==> config.mk <==
export PLATFORM = sky130hd
export DESIGN_NAME = ring_meter
export DESIGN_NICKNAME = d
export VERILOG_FILES = /design/src/rtl/ring_meter.sv
export SDC_FILE = /design/constraint.sdc
export NUM_CORES = 1
export LEC_CHECK = 0
export ABC_CLOCK_PERIOD_IN_PS = 6600
export CAP_MARGIN = 20
export CORE_MARGIN = 5
export CORE_UTILIZATION = 32
export DETAILED_ROUTE_END_ITERATION = 10
export SETUP_SLACK_MARGIN = 0.15
export SLEW_MARGIN = 20
export SYNTH_ARGS = -nofsm -noshare
export SYNTH_HDL_FRONTEND = slang
export SYNTH_SLANG_ARGS = --single-unit
==> constraint.sdc <==
create_clock -name i_clk -period 6.6 [get_ports i_clk]
set_input_delay 0.66 -clock i_clk [delete_from_list [all_inputs] [get_ports i_clk]]
set_output_delay 0.66 -clock i_clk [all_outputs]
set_load 0.02 [all_outputs]
==> src/rtl/ring_meter.sv <==
// Ring-oscillator frequency meter: counts synchronized rising edges of i_ring over a
// 2^(10+2*sel) cycle gate window and holds the (optionally Gray-coded) result for byte readback.
module ring_meter #(
  parameter int pCNT_W = 24,
  parameter bit pGRAY  = 1'b0
) (
  input  logic       i_clk,
  input  logic       i_rst_n,
  input  logic       i_ring,
  input  logic       i_start,
  input  logic [1:0] i_gate_sel,
  input  logic [1:0] i_byte_sel,
  output logic [7:0] o_data,
  output logic       o_busy,
  output logic       o_done,
  output logic       o_ovf
);

  typedef enum logic [1:0] {IDLE, ARM, GATE, DONE} state_t;

  state_t              state_q;
  logic                s0_q, s1_q, s2_q;
  logic                ring_edge;
  logic [1:0]          gsel_q;
  logic [1:0]          arm_q;
  logic [15:0]         win_q;
  logic [15:0]         win_load_d;
  logic [pCNT_W-1:0]   cnt_q;
  logic [pCNT_W-1:0]   result_q;
  logic [pCNT_W-1:0]   result_d;
  logic [23:0]         result_ext;
  logic                ovf_acc_q;
  logic                ovf_q;
  logic                busy_q;
  logic                done_q;

  assign ring_edge = s1_q & ~s2_q;

  always_comb begin
    win_load_d = 16'd1023;
    case (gsel_q)
      2'd0: win_load_d = 16'd1023;
      2'd1: win_load_d = 16'd4095;
      2'd2: win_load_d = 16'd16383;
      2'd3: win_load_d = 16'hFFFF;
      default: win_load_d = 16'd1023;
    endcase
  end

  assign result_d = pGRAY ? (cnt_q ^ (cnt_q >> 1)) : cnt_q;

  // ARM spans three cycles so edges already in flight through the synchronizer are discarded.
  always_ff @(posedge i_clk or negedge i_rst_n) begin
    if (!i_rst_n) begin
      state_q   <= IDLE;
      s0_q      <= 1'b0;
      s1_q      <= 1'b0;
      s2_q      <= 1'b0;
      gsel_q    <= 2'd0;
      arm_q     <= 2'd0;
      win_q     <= 16'd0;
      cnt_q     <= '0;
      result_q  <= '0;
      ovf_acc_q <= 1'b0;
      ovf_q     <= 1'b0;
      busy_q    <= 1'b0;
      done_q    <= 1'b0;
    end else begin
      s0_q   <= i_ring;
      s1_q   <= s0_q;
      s2_q   <= s1_q;
      done_q <= 1'b0;
      case (state_q)
        IDLE: begin
          if (i_start) begin
            state_q <= ARM;
            gsel_q  <= i_gate_sel;
            arm_q   <= 2'd2;
            busy_q  <= 1'b1;
          end
        end
        ARM: begin
          cnt_q     <= '0;
          ovf_acc_q <= 1'b0;
          win_q     <= win_load_d;
          if (arm_q == 2'd0) state_q <= GATE;
          else               arm_q   <= arm_q - 2'd1;
        end
        GATE: begin
          if (ring_edge) begin
            if (&cnt_q) ovf_acc_q <= 1'b1;
            else        cnt_q     <= cnt_q + {{(pCNT_W-1){1'b0}}, 1'b1};
          end
          if (win_q == 16'd0) begin
            state_q <= DONE;
            done_q  <= 1'b1;
          end else begin
            win_q <= win_q - 16'd1;
          end
        end
        DONE: begin
          result_q <= result_d;
          ovf_q    <= ovf_acc_q;
          busy_q   <= 1'b0;
          state_q  <= IDLE;
        end
        default: state_q <= IDLE;
      endcase
    end
  end

  always_comb begin
    result_ext = '0;
    result_ext[pCNT_W-1:0] = result_q;
    case (i_byte_sel)
      2'd0:    o_data = result_ext[7:0];
      2'd1:    o_data = result_ext[15:8];
      2'd2:    o_data = result_ext[23:16];
      default: o_data = {7'b0, ovf_q};
    endcase
  end

  assign o_busy = busy_q;
  assign o_done = done_q;
  assign o_ovf  = ovf_q;

endmodule

; Yosys cells after proc, flatten, opt, wreduce, memory -nomap -nowiden
; Cells that the tools add are included.
[word_totals]
regBits = 77
input_bits = 8
out_inout_bits = 11
wordCells = 71
[op_classes]
addsub = 3
n_eq_ne = 16
muxes = 21
bitwise = 2
reduce_logical = 16
[op_table]
columns = op, n
row1 = $pmux 16 s4, 1
row2 = $mux 24, 2
row3 = $pmux 24 s2, 1
row4 = $pmux 16 s2, 1
row5 = $add 24x1->24 const B, 1
row6 = $pmux 8 s3, 1
row7 = $reduce_and 24->1, 1
row8 = $logic_not 16->1, 1
row9 = $mux 16, 1
row10 = $ne 2x2->1 const B, 8
row11 = $sub 16x1->16 const B, 1
row12 = $reduce_and 3->1, 4
row13 = $eq 2x2->1 const B, 5
row14 = $mux 2, 5
row15 = $logic_not 2->1, 4
row16 = $pmux 2 s4, 1
row17 = $eq 2x1->1 const B, 3
row18 = $reduce_and 2->1, 3
row19 = $reduce_bool 2->1, 3
row20 = $mux 1, 5
row21 = $pmux 1 s2, 2
row22 = $pmux 2 s2, 1
row23 = $sub 2x1->2 const B, 1
row24 = $and 1x1->1, 1
row25 = $not 1->1, 1

; Logic depth before layout (Yosys ltp)
[logic_depth]
depth_word = 4
depth_mapped = 8
depth_no_buf = 8

; Worst setup path after synthesis
; Ideal clock, no wire load.
[synth_path]
path_type = input port to output port
start = input port i_byte_sel[0]
end = output port o_data[0]
t_arrival_ns = 1.678
required_ns = 5.940
setup_slack_ns = 4.262
path_stages = 2
path_buffers = 1
path_cell_list = clkbuf_1 > mux4_2
[synth_via]
elab_chain_cells = 2
elab_cells_between_ends = 4
classes_between = eq/ne: 2 / mux: 1 / reduce/logical: 1
[synth_lines]
columns = element, line_no
row1 = "start, declared", 12  ; input logic [1:0] i_byte_sel,
row2 = $eq 2x2->1 (tied with other cells), 115  ; case (i_byte_sel)
row3 = $pmux 8 s3 *, 115
row4 = "end, declared", 13  ; output logic [7:0] o_data,
; Every way passes the cells marked *; elsewhere a longest branch is shown, timed or not.

; Final worst setup path
[layout_path]
start = input port i_byte_sel[0]
end = output port o_data[7]
; The elaborated chain is that of the path after synthesis.

==> metrics <==
Worst Path Max Fanout 9; Die Ht 123 um; CTS-repair resized insts 0; minimum clock period 3.31 ns; Port Buf Inserts 18; DRC 0; clock skew 0.00621 ns; synth warn 0; clock-pin slew on the worst setup and hold paths 0.06 ns; Post-synth EDFFs 0; grt total ovfl 0; number of global-route vias before repair 3198; largest net degree at the start of global routing 78; Avg Cell Area, Syn 10.1 um^2; area share of fa/ha/maj cells after synthesis 0.0215; n_diodes 0; global-route wire length before repair 16400 um; area fraction in and, or, nand and nor cells after synthesis 0.196; drt initial violations 277; Post-DRT Antenna Nets 0; critical path arrival 2.65 ns; VDD IR-drop max 0.169 mV; post-route clock period utilization 0.501; max cap viols 0; xor/xnor share of the synthesized area 0.0172; GPL Wtd Cong 0.875; Design Power 1.73 mW; Slew @ Worst Pin 0.687 ns; DP Area 4420 um^2; post-DP HPWL 7000 um; Avg Vias per Cell 5.35; Worst setup EP type output pin; Pwr Density 362 nW/um^2; Worst slew margin 0.539; layout cells sized above 1 0.141; # setup viols final 0; Via Count 3202; CTS Buf Count 9; Clock Latency Late Sink 0.34 ns; Critical Path RT 5.94 ns; Fin Setup TNS 0 ns; CTS Sinks 77; Highest Clock Rate 302 MHz; Hold Crit Class in2async; all-layer global routing usage 0.140; Root Driver clkbuf_16; Reg2Reg Depth 6; Post-CTS Hold Buffers 0; fin nets 437; Post-CTS Setup Bufs 0; Leakage 1.92 nW; final hold violations 0; #FFs+latches synth 77; outcome finished clean; Post-Syn Instances 403; area delta synth->final 17.5%; die area 15100 um^2; ys flop type dfrtp_1; RSZ-0062 raised after global routing no; FP Rows 41; Initial Util 0.324; Synth cell types 62; Critical Path Source Type input port; drt total wl 9750 um; post-synthesis cell area 4070 um^2; initial antenna violation count 0; CTS tree done; final instance area 4780 um^2; Seq/Total Area, Yosys 0.473; reg2reg setup slack 4.02 ns; asr flop ratio synth 1.00; largest family of logic cells by synthesized area simple AND/OR/NAND/NOR gates; H-tree depth 3; Compound-Gate Fraction of Synth Area 0.151; total core area 12600 um^2; Final Max Slew Viols 0; post-synthesis mux area share 0.112; Post-Syn Nets 418; die width 123 um; average wire per standard cell 16.3 um; first drt pass iteration count 5; I/O pin count 19; CP Class in2out; clock buffer depth 2
## final timing paths
path                                               to                 start
setup / recovery                            o_data[7]         i_byte_sel[0]
hold / removal                  win_q[11]$_DFFE_PN0P_               i_rst_n
setup reg to reg                cnt_q[20]$_DFFE_PN0P_  cnt_q[1]$_DFFE_PN0P_
hold reg to reg                        s1_q$_DFF_PN0_        s0_q$_DFF_PN0_
max in group asynchronous  result_ext[14]$_DFFE_PN0P_               i_rst_n
min in group i_clk                     s1_q$_DFF_PN0_        s0_q$_DFF_PN0_
## flip-flops by register name (all words and copies together) (netlist names)
signal / cells
ovf_acc_q: 1
o_done: 1
gsel_q: 2
win_q: 16
o_busy: 1
s2_q: 1
s1_q: 1
arm_q: 2
s0_q: 1
o_ovf: 1
result_ext: 24
cnt_q: 24
state_q: 2
## where the power goes
part	switching, mW	leakage, nW	internal, mW
Sequential	0.0766	0.992	0.541
Clock	0.195	0.162	0.352
Combinational	0.360	0.763	0.205
Total	0.631	1.92	1.10
## placed cells by master, fill, tap and decap left out, types with 3 or more instances in the layout
| master | n |
|---|---|
| a211o_1 | 3 |
| clkdlybuf4s50_1 | 17 |
| mux2i_1 | 13 |
| a21oi_1 | 25 |
| and3_1 | 3 |
| nand3_1 | 15 |
| a31oi_1 | 5 |
| nand2b_1 | 5 |
| inv_1 | 17 |
| dfrtp_1 | 77 |
| mux2_2 | 27 |
| o31ai_1 | 5 |
| nor3_1 | 10 |
| or4_1 | 10 |
| or3_1 | 5 |
| buf_4 | 3 |
| nand4_1 | 6 |
| nand2_1 | 33 |
| nor2_1 | 33 |
| ha_1 | 6 |
| a211oi_1 | 6 |
| xnor2_1 | 8 |
| o21ai_0 | 24 |
| nor2b_1 | 5 |
| nor4_1 | 6 |
| clkbuf_16 | 9 |
## layer usage
metal / part of all wire / vias up / global-route usage / wire [um]
li1: - / 1527 / - / -
met2: 0.49 / 63 / 0.220 / 4740
met1: 0.46 / 1602 / 0.183 / 4480
met5: 0 / - / 0 / 0
met4: 0.015 / 0 / 0.0476 / 142
met3: 0.039 / 10 / 0.0419 / 383
## stage by stage
step	setup slack (ns)	hold slack, ns	util	std cells
after CTS	3.27	0.361	0.379	598
final	3.29	0.314	0.380	599
after global placement	3.39	0.349	0.352	582
after floorplan	4.26	0.331	-	403
after global routing	3.05	0.355	0.380	599
after detailed placement	3.27	0.348	0.352	582
## area by class of cell
| type | instances | area, um^2 |
|---|---|---|
| Clock inverter | 5 | 81.3 |
| Fill cell | 1252 | 7790 |
| Multi-Input combinational cell | 296 | 2030 |
| Sequential cell | 77 | 1930 |
| Tap cell | 172 | 215 |
| Timing Repair Buffer | 21 | 213 |
| Inverter | 17 | 63.8 |
| Clock buffer | 11 | 253 |
## kinds of logic (layout without fill, tap and decap cells)
logic type / count (synthesis) / after routing
multiplexers: 41 / 41
AND/OR/NAND/NOR: 148 / 148
AO/OA/AOI/OAI: 92 / 92
buffers and inverters: 30 / 54
flip-flops: 77 / 77
XOR/XNOR: 8 / 8
adder cells (fa/ha/maj): 7 / 7
## critical path: stages
cell and delay (ns):
clkdlybuf4s50_1 0.65, nor2b_1 0.51, nand2_1 0.11, o21ai_0 0.09
clkdlybuf4s50_1 0.63
## cell usage after synthesis (2+ instances only)
library cell	n	area, um^2
a211o_1	3	26.3
a211oi_1	6	45.0
a21oi_1	25	125
a22o_1	2	17.5
a2bb2oi_1	2	17.5
a31oi_1	5	31.3
a41o_1	2	20.0
and2_1	2	12.5
and3_1	3	18.8
buf_1	2	7.51
buf_2	2	10.0
clkbuf_1	7	26.3
clkbuf_2	2	10.0
dfrtp_1	77	1930
ha_1	7	87.6
inv_1	17	63.8
mux2_2	27	304
mux2i_1	13	130
nand2_1	33	124
nand2b_1	5	31.3
nand3_1	15	75.1
nand4_1	6	37.5
nor2_1	33	124
nor2b_1	5	31.3
nor3_1	10	50.1
nor4_1	6	37.5
nor4_2	2	25.0
nor4b_1	2	17.5
o21ai_0	24	120
o21ai_1	2	10.0
o31ai_1	5	37.5
or3_1	5	31.3
or4_1	10	75.1
xnor2_1	8	70.1
Note: power is estimated with default switching activity, not from simulation.
